### src/rtl/uart_pkg.sv
// Shared UART definitions: parity modes, FSM state encodings and a parameter legality check.
package uart_pkg;
    localparam int PAR_NONE = 0;
    localparam int PAR_ODD  = 1;
    localparam int PAR_EVEN = 2;

    typedef enum logic [2:0] {TX_IDLE, TX_START, TX_DATA, TX_PARITY, TX_STOP} tx_state_t;
    typedef enum logic [2:0] {RX_IDLE, RX_START, RX_DATA, RX_PARITY, RX_STOP, RX_WAIT_HIGH} rx_state_t;

    function automatic bit uart_params_ok(int clks_per_bit, int data_bits, int parity, int stop_bits);
        return (clks_per_bit >= 4) && (data_bits >= 5) && (data_bits <= 9) &&
               (parity >= PAR_NONE) && (parity <= PAR_EVEN) &&
               (stop_bits >= 1) && (stop_bits <= 2);
    endfunction
endpackage

### src/rtl/uart_rx_engine.sv
// UART receiver: two-flop synchroniser, mid-bit sampling FSM, parity/framing error flags.
module uart_rx_engine
    import uart_pkg::*;
#(
    parameter int CLKS_PER_BIT = 434,
    parameter int DATA_BITS    = 8,
    parameter int PARITY       = 0,
    parameter int STOP_BITS    = 1
) (
    input  logic                 clk,
    input  logic                 reset,
    input  logic                 serial_in,
    output logic [DATA_BITS-1:0] rx_data,
    output logic                 rx_valid,
    output logic                 rx_parity_err,
    output logic                 rx_frame_err
);
    localparam int CW = $clog2(CLKS_PER_BIT);
    localparam int BW = $clog2(DATA_BITS);
    localparam logic [CW-1:0] CNT_LAST = CW'(CLKS_PER_BIT - 1);
    localparam logic [CW-1:0] CNT_HALF = CW'(CLKS_PER_BIT / 2);
    localparam logic [BW-1:0] BIT_LAST = BW'(DATA_BITS - 1);

    logic                 sync1, sync2;
    rx_state_t            state, state_d;
    logic [CW-1:0]        cnt, cnt_d;
    logic [BW-1:0]        bit_idx, bit_idx_d;
    logic                 stop_idx, stop_idx_d;
    logic [DATA_BITS-1:0] shreg, shreg_d;
    logic                 perr, perr_d, ferr, ferr_d, ferr_now;
    logic [DATA_BITS-1:0] data_d;
    logic                 valid_d, perr_out_d, ferr_out_d;
    logic                 par_exp;

    assign par_exp = (PARITY == PAR_ODD) ? ~^shreg : ^shreg;

    always_ff @(posedge clk) begin
        if (reset) begin
            sync1         <= 1'b1;
            sync2         <= 1'b1;
            state         <= RX_IDLE;
            cnt           <= '0;
            bit_idx       <= '0;
            stop_idx      <= 1'b0;
            shreg         <= '0;
            perr          <= 1'b0;
            ferr          <= 1'b0;
            rx_data       <= '0;
            rx_valid      <= 1'b0;
            rx_parity_err <= 1'b0;
            rx_frame_err  <= 1'b0;
        end else begin
            sync1         <= serial_in;
            sync2         <= sync1;
            state         <= state_d;
            cnt           <= cnt_d;
            bit_idx       <= bit_idx_d;
            stop_idx      <= stop_idx_d;
            shreg         <= shreg_d;
            perr          <= perr_d;
            ferr          <= ferr_d;
            rx_data       <= data_d;
            rx_valid      <= valid_d;
            rx_parity_err <= perr_out_d;
            rx_frame_err  <= ferr_out_d;
        end
    end

    always_comb begin
        state_d    = state;
        cnt_d      = cnt;
        bit_idx_d  = bit_idx;
        stop_idx_d = stop_idx;
        shreg_d    = shreg;
        perr_d     = perr;
        ferr_d     = ferr;
        ferr_now   = ferr | ~sync2;
        data_d     = rx_data;
        valid_d    = 1'b0;
        perr_out_d = rx_parity_err;
        ferr_out_d = rx_frame_err;
        case (state)
            RX_IDLE: if (!sync2) begin
                // the detecting cycle counts as 0, so START begins at 1
                state_d    = RX_START;
                cnt_d      = CW'(1);
                bit_idx_d  = '0;
                stop_idx_d = 1'b0;
                perr_d     = 1'b0;
                ferr_d     = 1'b0;
            end
            RX_START: if (cnt == CNT_HALF) begin
                cnt_d   = '0;
                state_d = sync2 ? RX_IDLE : RX_DATA;
            end else cnt_d = cnt + 1'b1;
            RX_DATA: if (cnt == CNT_LAST) begin
                cnt_d   = '0;
                shreg_d = {sync2, shreg[DATA_BITS-1:1]};
                if (bit_idx == BIT_LAST) begin
                    bit_idx_d = '0;
                    state_d   = (PARITY == PAR_NONE) ? RX_STOP : RX_PARITY;
                end else bit_idx_d = bit_idx + 1'b1;
            end else cnt_d = cnt + 1'b1;
            RX_PARITY: if (cnt == CNT_LAST) begin
                cnt_d   = '0;
                perr_d  = (sync2 != par_exp);
                state_d = RX_STOP;
            end else cnt_d = cnt + 1'b1;
            RX_STOP: if (cnt == CNT_LAST) begin
                cnt_d  = '0;
                ferr_d = ferr_now;
                if (stop_idx == 1'(STOP_BITS - 1)) begin
                    stop_idx_d = 1'b0;
                    valid_d    = 1'b1;
                    data_d     = shreg;
                    perr_out_d = perr;
                    ferr_out_d = ferr_now;
                    // a low stop may be a break; hold off until the line recovers
                    state_d    = ferr_now ? RX_WAIT_HIGH : RX_IDLE;
                end else stop_idx_d = 1'b1;
            end else cnt_d = cnt + 1'b1;
            RX_WAIT_HIGH: if (sync2) state_d = RX_IDLE;
            default: state_d = RX_IDLE;
        endcase
    end
endmodule

### src/rtl/uart_xcvr.sv
// Full-duplex UART: transmit FSM with valid/ready handshake, loopback mux, RX engine.
module uart_xcvr
    import uart_pkg::*;
#(
    parameter int CLKS_PER_BIT = 434,
    parameter int DATA_BITS    = 8,
    parameter int PARITY       = 0,
    parameter int STOP_BITS    = 1
) (
    input  logic                 clk,
    input  logic                 reset,
    input  logic [DATA_BITS-1:0] i_tx_byte,
    input  logic                 i_tx_valid,
    output logic                 o_tx_ready,
    output logic                 o_tx_done,
    output logic                 o_tx_serial,
    input  logic                 i_rx_serial,
    input  logic                 i_loopback,
    output logic [DATA_BITS-1:0] o_rx_data,
    output logic                 o_rx_valid,
    output logic                 o_rx_parity_err,
    output logic                 o_rx_frame_err
);
    localparam int CW = $clog2(CLKS_PER_BIT);
    localparam int BW = $clog2(DATA_BITS);
    localparam logic [CW-1:0] CNT_LAST = CW'(CLKS_PER_BIT - 1);
    localparam logic [BW-1:0] BIT_LAST = BW'(DATA_BITS - 1);

    if (!uart_params_ok(CLKS_PER_BIT, DATA_BITS, PARITY, STOP_BITS)) begin : g_bad_params
        $error("uart_xcvr: illegal parameter combination");
    end

    tx_state_t            tx_state, tx_state_d;
    logic [CW-1:0]        tx_cnt, tx_cnt_d;
    logic [BW-1:0]        tx_idx, tx_idx_d;
    logic                 tx_stop, tx_stop_d;
    logic [DATA_BITS-1:0] tx_data, tx_data_d;
    logic                 tx_done_d, tx_line, tx_par, tx_bit_end, rx_line;

    assign tx_par      = (PARITY == PAR_ODD) ? ~^tx_data : ^tx_data;
    assign tx_bit_end  = (tx_cnt == CNT_LAST);
    assign o_tx_ready  = (tx_state == TX_IDLE);
    assign o_tx_serial = i_loopback ? 1'b1 : tx_line;
    assign rx_line     = i_loopback ? tx_line : i_rx_serial;

    always_ff @(posedge clk) begin
        if (reset) begin
            tx_state  <= TX_IDLE;
            tx_cnt    <= '0;
            tx_idx    <= '0;
            tx_stop   <= 1'b0;
            tx_data   <= '0;
            o_tx_done <= 1'b0;
        end else begin
            tx_state  <= tx_state_d;
            tx_cnt    <= tx_cnt_d;
            tx_idx    <= tx_idx_d;
            tx_stop   <= tx_stop_d;
            tx_data   <= tx_data_d;
            o_tx_done <= tx_done_d;
        end
    end

    always_comb begin
        tx_state_d = tx_state;
        tx_cnt_d   = tx_cnt;
        tx_idx_d   = tx_idx;
        tx_stop_d  = tx_stop;
        tx_data_d  = tx_data;
        tx_done_d  = 1'b0;
        tx_line    = 1'b1;
        if (tx_state != TX_IDLE) tx_cnt_d = tx_bit_end ? '0 : tx_cnt + 1'b1;
        case (tx_state)
            TX_IDLE: if (i_tx_valid) begin
                tx_data_d  = i_tx_byte;
                tx_state_d = TX_START;
                tx_cnt_d   = '0;
                tx_idx_d   = '0;
                tx_stop_d  = 1'b0;
            end
            TX_START: begin
                tx_line = 1'b0;
                if (tx_bit_end) tx_state_d = TX_DATA;
            end
            TX_DATA: begin
                tx_line = tx_data[tx_idx];
                if (tx_bit_end) begin
                    if (tx_idx == BIT_LAST) begin
                        tx_idx_d   = '0;
                        tx_state_d = (PARITY == PAR_NONE) ? TX_STOP : TX_PARITY;
                    end else tx_idx_d = tx_idx + 1'b1;
                end
            end
            TX_PARITY: begin
                tx_line = tx_par;
                if (tx_bit_end) tx_state_d = TX_STOP;
            end
            TX_STOP: if (tx_bit_end) begin
                if (tx_stop == 1'(STOP_BITS - 1)) begin
                    tx_stop_d  = 1'b0;
                    tx_state_d = TX_IDLE;
                    tx_done_d  = 1'b1;
                end else tx_stop_d = 1'b1;
            end
            default: tx_state_d = TX_IDLE;
        endcase
    end

    uart_rx_engine #(
        .CLKS_PER_BIT (CLKS_PER_BIT),
        .DATA_BITS    (DATA_BITS),
        .PARITY       (PARITY),
        .STOP_BITS    (STOP_BITS)
    ) u_rx (
        .clk           (clk),
        .reset         (reset),
        .serial_in     (rx_line),
        .rx_data       (o_rx_data),
        .rx_valid      (o_rx_valid),
        .rx_parity_err (o_rx_parity_err),
        .rx_frame_err  (o_rx_frame_err)
    );
endmodule

### config.mk
export PLATFORM = sky130hd
export DESIGN_NAME = uart_xcvr
export DESIGN_NICKNAME = d
export VERILOG_FILES = /design/src/rtl/uart_pkg.sv /design/src/rtl/uart_rx_engine.sv /design/src/rtl/uart_xcvr.sv
export SDC_FILE = /design/constraint.sdc
export NUM_CORES = 1
export LEC_CHECK = 0
export CAP_MARGIN = 20
export CORE_ASPECT_RATIO = 1.1
export CORE_MARGIN = 3
export CORE_UTILIZATION = 57
export CTS_BUF_LIST = sky130_fd_sc_hd__clkbuf_16
export DETAILED_ROUTE_END_ITERATION = 12
export PLACE_DENSITY = 0.79
export SYNTH_ARGS = -nofsm -noshare
export SYNTH_HDL_FRONTEND = slang
export SYNTH_SLANG_ARGS = --single-unit
### constraint.sdc
create_clock -name clk -period 2.4 [get_ports clk]
set_input_delay 0.48 -clock clk [delete_from_list [all_inputs] [get_ports clk]]
set_output_delay 0.48 -clock clk [all_outputs]
set_load 0.05 [all_outputs]
==> results of run 1 <==
-- report_power, final --
group / internal (W) / total [W] / switching [W]
registers: 0.00106 / 0.00109 / 0.0000364
logic: 0.000112 / 0.000268 / 0.000156
clock network: 0.000913 / 0.00140 / 0.000482
total: 0.00208 / 0.00276 / 0.000675
-- final cells by class --
| type | count | area (um2) | share of cell area, % |
|---|---|---|---|
| tap | 58 | 72.6 | 2.00 |
| clock buffer | 9 | 225 | 6.21 |
| clock inverter | 7 | 97.6 | 2.69 |
| sequential | 62 | 1240 | 34.3 |
| timing repair buffer | 33 | 307 | 8.45 |
| inverter | 10 | 37.5 | 1.03 |
| multi-input combinational | 262 | 1640 | 45.3 |
-- cell families after synthesis --
group,share of synthesized area (%)
AND/OR/NAND/NOR,25.1
flip-flops,41.4
buffers and inverters,3.80
multiplexers,7.56
AO/OA/AOI/OAI,12.0
adder cells (fa/ha/maj),3.34
XOR/XNOR,6.72
-- through the flow --
stage / instances / utilization, %
after floorplan: 353 / -
after global placement: 425 / 65.5
after detailed placement: 425 / 65.5
after CTS: 441 / 72.0
after global routing: 441 / 72.1
final: 441 / 72.1
-- registers in the layout, indices dropped and copies added (netlist names) --
register            flops
u_rx.rx_frame_err       1
o_tx_done               1
u_rx.state              3
tx_data                 8
tx_cnt                  9
u_rx.bit_idx            3
u_rx.cnt                9
u_rx.rx_valid           1
u_rx.sync1              1
u_rx.rx_parity_err      1
tx_state                3
u_rx.shreg              8
tx_idx                  3
u_rx.sync2              1
u_rx.ferr               1
u_rx.perr               1
u_rx.rx_data            8
-- worst max-delay path, cell delays in order (launching register included) --
cell     delay [ns]
dfxtp_4        0.38
mux4_2         0.50
mux2_2         0.28
nor2_2         0.13
o21ai_1        0.08
buf_6          0.16
-- metal layers --
metal	global-route usage (%)	vias to the layer above
met3	6.61	10
met4	7.69	0
met2	36.2	38
met1	27.7	1165
li1	-	1284
met5	0	-
-- cells in the mapped netlist (3+ instances only) --
cell type	count
dfxtp_1	62
nor2_1	52
nand2_1	34
a21oi_1	29
mux2i_1	17
xnor2_1	17
clkbuf_1	15
o21ai_0	12
inv_1	10
nand4_1	10
ha_1	8
nand3_1	8
nand2b_1	6
or3_1	6
xor2_1	6
nor2b_1	5
nor3_1	5
a211oi_1	4
buf_2	4
nor4_1	4
o21ai_1	4
or4_1	3
-- worst paths after layout --
kind / from / end / slack [ns] / cells after the start
worst max-delay path: tx_idx[0] / o_tx_serial / 0.05 / 5
worst min-delay path: u_rx.sync1 / u_rx.sync2 / 0.41 / 1
worst max register to register: u_rx.state[2] / u_rx.bit_idx[0] / 0.42 / 5
worst min register to register: u_rx.sync1 / u_rx.sync2 / 0.41 / 1
-- what timing repair did --
| item | in CTS | in global routing |
|---|---|---|
| cloned | 0 | 0 |
| gates resized for setup | 2 | 2 |
| endpoints found under the setup margin | 1 | 1 |
==> flow_summary_export.csv, run 1 <==
group,metric,value,unit
global_route,grt_first_pass_wirelength,10500,um
placement,post_dp_cell_area,3300,um2
clock_network,cts_buffers,9,
sta,drv_slew,0,
global_route,grt_overflow,0,
hold_path,worstHoldPathType,"flip-flop to flip-flop",
logic_synthesis,synth.distinct_cells,44,
routing,firstDrtPassIters,4,
global_route,grt_max_degree,27,
sta,setup_tns,0,ns
floorplanning,die_h,82.0,um
global_route,grt_pass1_vias,2292,
clock_network,clock_sinks,62,
logic_synthesis,synth_flop_cell,"dfxtp_1",
power,power.density,760,nW/um2
placement,gp_congestion,0.845,
logic_synthesis,synth_top_area_share,41.4,%
floorplanning,pin_count,27,
logic_synthesis,syn-cell-area,3000,um2
sta,period_share,97.8,%
logic_synthesis,synth_area_per_cell,8.49,um2
logic_synthesis,synth_top_area_cell,"dfxtp_1",
routing,drtAntennaViolNets,0,
routing,detail_route.iter0.violations,153,
sta,rsz0062_at_grt,"false",
finish,final_area,3630,um2
finish,area_growth,21.1,%
finish,layout_common_cells,"dfxtp_1 (61), nor2_1 (51), nand2_1 (34), a21oi_1 (29), clkdlybuf4s50_1 (23)",
finish,drive_gt1_share,9.14,%
run,cap_violations,0,
logic_synthesis,yosysSeqAreaShare,41.4,%
routing,drc,0,
clock_network,clock_latency,0.33,ns
sta,min_period,2.35,ns
logic_synthesis,async_flop_share,0,%
critical_path,cp-end-kind,"output pin",
clock_network,cts_buffer_depth,2,
placement,dp_slack,0.244,ns
critical_path,crit_type,"flip-flop to output pin",
logic_synthesis,yosys-top-cells-area,"dfxtp_1 (41%), nor2_1 (6.5%), mux2i_1 (5.7%)",
routing,wl_met3,226,um
clock_network,clk_pin_slew_worst_paths,0.06,ns
clock_network,h-tree-depth,3,
routing,wl_per_cell,13.7,um
sta,hold_ws,0.411,ns
sta,finalClockSkew,0.00486,ns
sta,setup_viol,0,
critical_path,required,1.92,ns
logic_synthesis,ys_seq_elements,62,
placement,dp_hpwl,4100,um
routing,wl,6050,um
floorplanning,dieArea,6160,um2
sta,relSlewSlack,64.4,%
clock_network,cts-root-buf,"clkbuf_16",
routing,avgViaCountPerCell,5.66,
routing,vias,2497,
critical_path,worstSetupStartpointType,"flip-flop",
logic_synthesis,synthCells,353,
floorplanning,start_util,59.5,%
power,p_leak,1.35,nW
finish,fin_nets,399,
routing,dr.max_layer_used,"met4",
clock_network,tritoncts,"built",
clock_network,cts_setup_buffers,0,
routing,routed-wl-met2,3000,um
finish,n_antenna_cell,0,
sta,fmax,426,MHz
global_route,track_usage,22.2,%
logic_synthesis,syn-num-nets,374,
clock_network,hold_buffers,0,
floorplanning,die_w,75.1,um
routing,wl_met1,2750,um
critical_path,worstPathArrival,1.87,ns
global_route,antenna_found_initial,0,
logic_synthesis,yosys_warnings,0,
logic_synthesis,synth_edf_count,0,
sta,tightest_slew,0.528,ns
floorplanning,core,5030,um2
power,max-vdd-ir-drop,0.510,mV
critical_path,cp_max_fo,5,
finish,final_common_cell,"dfxtp_1",
finish,fill_cells,366,
sta,finalHoldViolations,0,
placement,portBuffers,26,
floorplanning,std_cell_rows,27,
power,p_total,0.00276,W
outcome,status,"finished clean",
sta,worst_slack,0.0539,ns
(Power assumes the default switching activity.)
==> inputs of run 2 (changes only) <==
--- a/config.mk
+++ b/config.mk
@@ -8,10 +8,11 @@
 export CAP_MARGIN = 20
 export CORE_ASPECT_RATIO = 1.1
 export CORE_MARGIN = 3
-export CORE_UTILIZATION = 57
+export CORE_UTILIZATION = 50
 export CTS_BUF_LIST = sky130_fd_sc_hd__clkbuf_16
 export DETAILED_ROUTE_END_ITERATION = 12
-export PLACE_DENSITY = 0.79
+export PLACE_DENSITY = 0.71
 export SYNTH_ARGS = -nofsm -noshare
 export SYNTH_HDL_FRONTEND = slang
 export SYNTH_SLANG_ARGS = --single-unit
+export TNS_END_PERCENT = 50
==> flow_summary_export.csv, run 2 (synthesis results as in run 1) <==
group,metric,value,unit
outcome,status,"finished clean",
hold_path,worstHoldPathType,"flip-flop to flip-flop",
floorplanning,start_util,53.8,%
clock_network,cts_resized,1,
sta,setup_viol,0,
floorplanning,core,5570,um2
power,power.density,713,nW/um2
clock_network,cts_setup_buffers,0,
finish,finalNonFillerCells,457,
placement,gp_congestion,0.822,
finish,layout_common_cells,"dfxtp_1 (61), nor2_1 (51), nand2_1 (34), a21oi_1 (29), clkdlybuf4s50_1 (23)",
placement,dp.cells,441,
clock_network,clock_latency,0.33,ns
power,share_comb_of_total_power,10.3,%
power,p_clk_share,47.1,%
clock_network,cts_buffer_depth,2,
clock_network,tritoncts,"built",
finish,final_common_cell,"dfxtp_1",
sta,finalClockSkew,0.00766,ns
placement,dp_hpwl,3990,um
clock_network,h-tree-depth,3,
clock_network,clk_pin_slew_worst_paths,0.06,ns
global_route,grt_overflow,0,
finish,largestRegisters,"tx_cnt x9, u_rx.cnt x9",
critical_path,worst-path-buf-inv,1,
routing,firstDrtPassIters,4,
critical_path,cpPeakStageDelay,0.48,ns
critical_path,crit_type,"flip-flop to output pin",
critical_path,cpMaxStageDelayCell,"mux4_2",
sta,drv_slew,0,
sta,fmax,432,MHz
power,sequentialPowerShare,42.6,%
power,max-vdd-ir-drop,0.514,mV
clock_network,clock_sinks,62,
critical_path,required,1.92,ns
finish,n_antenna_cell,0,
routing,wl,5770,um
sta,rsz0062_at_grt,"false",
power,switching_share,26.9,%
floorplanning,pin_count,27,
routing,avgViaCountPerCell,5.39,
floorplanning,std_cell_rows,28,
sta,min_period,2.32,ns
routing,drc,0,
critical_path,critPathTopFamily,"multiplexers",
floorplanning,die_h,87.2,um
critical_path,cp_max_fo,5,
finish,drive_gt1_share,9.16,%
critical_path,worstSetupStartpointType,"flip-flop",
finish,area_growth,20.2,%
run,cap_violations,0,
sta,setup_tns,0,ns
floorplanning,die_w,79.8,um
global_route,grt_first_pass_wirelength,10200,um
clock_network,cts_buffers,9,
clock_network,cts-root-buf,"clkbuf_16",
power,p_sw,0.000690,W
critical_path,cp_cell_sequence,"mux4_2, mux2_2, nor2_2, o21ai_1, buf_6",
routing,vias,2464,
critical_path,worstPathArrival,1.84,ns
placement,portBuffers,26,
power,p_leak,1.33,nW
sta,finalHoldViolations,0,
floorplanning,dieArea,6960,um2
global_route,grt_pass1_vias,2277,
finish,fin_nets,398,
global_route,track_usage,18.6,%
finish,fill_cells,468,
global_route,antenna_found_initial,0,
global_route,grt_max_degree,33,
power,internal-power,0.00188,W
sta,period_share,96.5,%
routing,wl_per_cell,12.6,um
routing,drtAntennaViolNets,0,
critical_path,cp-end-kind,"output pin",
sta,tightest_slew,0.550,ns
clock_network,hold_buffers,0,
sta,relSlewSlack,63.0,%
routing,detail_route.iter0.violations,117,
[run 2: layout make-up]
cell class	instances	area, um2	share of cell area, %
well taps	75	93.8	2.61
multi-input cells	262	1640	45.7
clock inverters	7	56.3	1.56
flip-flops and latches	62	1240	34.6
inverters	10	37.5	1.04
clock buffers	9	225	6.25
repair buffers	32	299	8.30
[run 2: final timing paths]
kind | slack [ns] | start | cells after the start | to
worst min register to register | 0.42 | u_rx.sync1 | 1 | u_rx.sync2
worst min-delay path | 0.42 | u_rx.sync1 | 1 | u_rx.sync2
worst max-delay path | 0.08 | tx_idx[0] | 5 | o_tx_serial
worst max register to register | 0.45 | u_rx.cnt[0] | 6 | u_rx.state[0]
[run 2: through the flow]
| stage | total power [W] | utilization, % | hold WS (ns) | cell area (um2) | setup slack [ns] |
|---|---|---|---|---|---|
| 6_report | 0.00257 | 64.6 | 0.419 | 3600 | 0.0848 |
| 5_1_grt | 0.00268 | 64.6 | 0.448 | 3600 | 0.0100 |
| 4_1_cts | 0.00259 | 64.5 | 0.424 | 3590 | 0.0148 |
| 3_5_place_dp | 0.00138 | 59.4 | 0.410 | 3310 | 0.295 |
| 3_3_place_gp | 0.00137 | 59.4 | 0.393 | 3310 | 0.308 |
| 2_1_floorplan | 0.00130 | - | 0.389 | 3000 | 0.313 |
[run 2: power groups by stage]
stage                     clock (W)  combinational (W)  sequential [W]
final                       0.00121           0.000264         0.00109
after global routing        0.00129           0.000295         0.00110
after CTS                   0.00124           0.000263         0.00109
after detailed placement          0           0.000260         0.00112
after global placement            0           0.000257         0.00111
after floorplan                   0           0.000205         0.00110
[run 2: layer usage]
layer  vias up  global-route usage, %  part of all wire [%]
met5         -                      0                     0
met3        10                   3.93                   3.4
li1       1281                      -                     -
met2        51                   28.5                    45
met4         0                   10.1                   2.5
met1      1122                   24.4                    49
==> edit (config.mk and constraints of run 2) <==
`CLKS_PER_BIT` is set to 434 in 2 places; all go to 1736.
--- a/src/rtl/uart_rx_engine.sv
+++ b/src/rtl/uart_rx_engine.sv
@@ -3,5 +3,5 @@
     import uart_pkg::*;
 #(
-    parameter int CLKS_PER_BIT = 434,
+    parameter int CLKS_PER_BIT = 1736,
     parameter int DATA_BITS    = 8,
     parameter int PARITY       = 0,
--- a/src/rtl/uart_xcvr.sv
+++ b/src/rtl/uart_xcvr.sv
@@ -3,5 +3,5 @@
     import uart_pkg::*;
 #(
-    parameter int CLKS_PER_BIT = 434,
+    parameter int CLKS_PER_BIT = 1736,
     parameter int DATA_BITS    = 8,
     parameter int PARITY       = 0,
Function: no difference found for any inputs over 10 cycles, from zero or initial values and one cycle with reset high; that may be too few to reach the edited logic, so the function may still have changed.
==> edit against run 2 <==
- cell area grew 8.6%
- power grew 1.9%
- routed wire length grew 17%
- sequential cell count grew 4
- sequential share of layout area shrank 0.70 points
- non-clock buffer count shrank 1
- setup slack gained 0.0017 ns
- area after synthesis grew 9.7%
- critical path type unchanged
- highest routed layer unchanged
==> edit: results (changes against run 2) <==
status complete, no violations; Cells after DPL 491 (+11%); initial DRC count 170 (+45%); worst r2r dst u_rx.bit_idx[0]; first-pass GRT wire length 11530 um (+13%); vias per cell 5.689 (+5.5%); Routed WL per cell 13.34 um (+5.7%); Worst path slowest cell mux4_2; Final Non-Filler Cells 508 (+11%); LEAKAGE 1.325 nW (-0.24%); proportion of layout cells with a drive suffix above 1 0.08645 (-0.005174); Reg2Reg Setup Slack 0.29 ns (-0.16 ns); syn avg cell area 8.220 sq um (-3.2%); VDD IR max 0.5256 mV (+2.2%); vias in the first global route 2653 (+17%); Max transition margin 0.4745 (-0.1556); Layout Nets 443 (+11%); cells taking the most area after synthesis dfxtp_1 40%, nand2_1 8.0%, a21oi_1 5.3%; Post-Syn Nets 420 (+12%); Post-Route Skew 0.008491 ns (+0.0008329 ns); GRT Overall Usage 0.1822 (-0.003586); Min Hold Slack 0.4064 ns (-0.01213 ns); post-synthesis sequential area ratio 0.4018 (-0.01237); Max stage delay on crit path 0.50 ns (+0.02 ns); fill count 529 (+13%); largest net degree at the start of global routing 45 (+36%); top flop regs tx_cnt (11), u_rx.cnt (11); Synth top cells by count 70 x nand2_1, 66 x dfxtp_1, 35 x a21oi_1
## edit: kinds of logic after synthesis
logic type,synth area share
adders and majority gates,0.02664
DFF,0.4018
buffers and inverters,0.03082
muxes,0.05327
AOI/OAI and AO/OA,0.1617
xor gates and xnor gates,0.04262
and+or+nand+nor,0.2831
## edit: power breakdown
part           switching, W  internal [W]  total (W)
sequential        0.0000167       0.00111    0.00113
clock              0.000502      0.000800    0.00130
combinational      0.000104     0.0000833   0.000187
total              0.000622       0.00199    0.00262
## edit: how the worst max path moves through the flow
stage | startpoint | endpoint | slack [ns] | cells after the start
after global routing | tx_idx[0] | o_tx_serial | 0.01 | 6
after detailed placement | i_tx_valid | tx_idx[0] | 0.25 | 6
after global placement | i_tx_valid | tx_idx[0] | 0.32 | 6
after floorplan | tx_state[0] | tx_cnt[7] | 0.28 | 6
final | tx_idx[0] | o_tx_serial | 0.09 | 6
after CTS | tx_idx[0] | o_tx_serial | 0.01 | 6
## edit: metal layers
metal	GRT usage	share of wire	vias up
met1	0.2208	0.47	1347
met3	0.04265	0.041	12
li1	-	-	1480
met5	0	0	-
met2	0.3028	0.47	51
met4	0.08856	0.020	0
## edit: through the flow
step | util | area (sq um)
after floorplan | - | 3288
after global placement | 0.5747 | 3602
after detailed placement | 0.5747 | 3602
after CTS | 0.6218 | 3897
after global routing | 0.6240 | 3911
final | 0.6240 | 3911
## edit: repair_timing
action / in CTS / in global routing
gates resized for setup: 1 / 3
setup endpoints to repair: 1 / 1
buffers inserted: 0 / 1
## edit: area by class of cell
class / count / area share
inverters: 6 / 0.005758
flip-flops and latches: 66 / 0.3388
well taps: 80 / 0.02559
multi-input cells: 309 / 0.4770
clock buffers: 9 / 0.05758
repair buffers: 31 / 0.07774
clock inverters: 7 / 0.01759
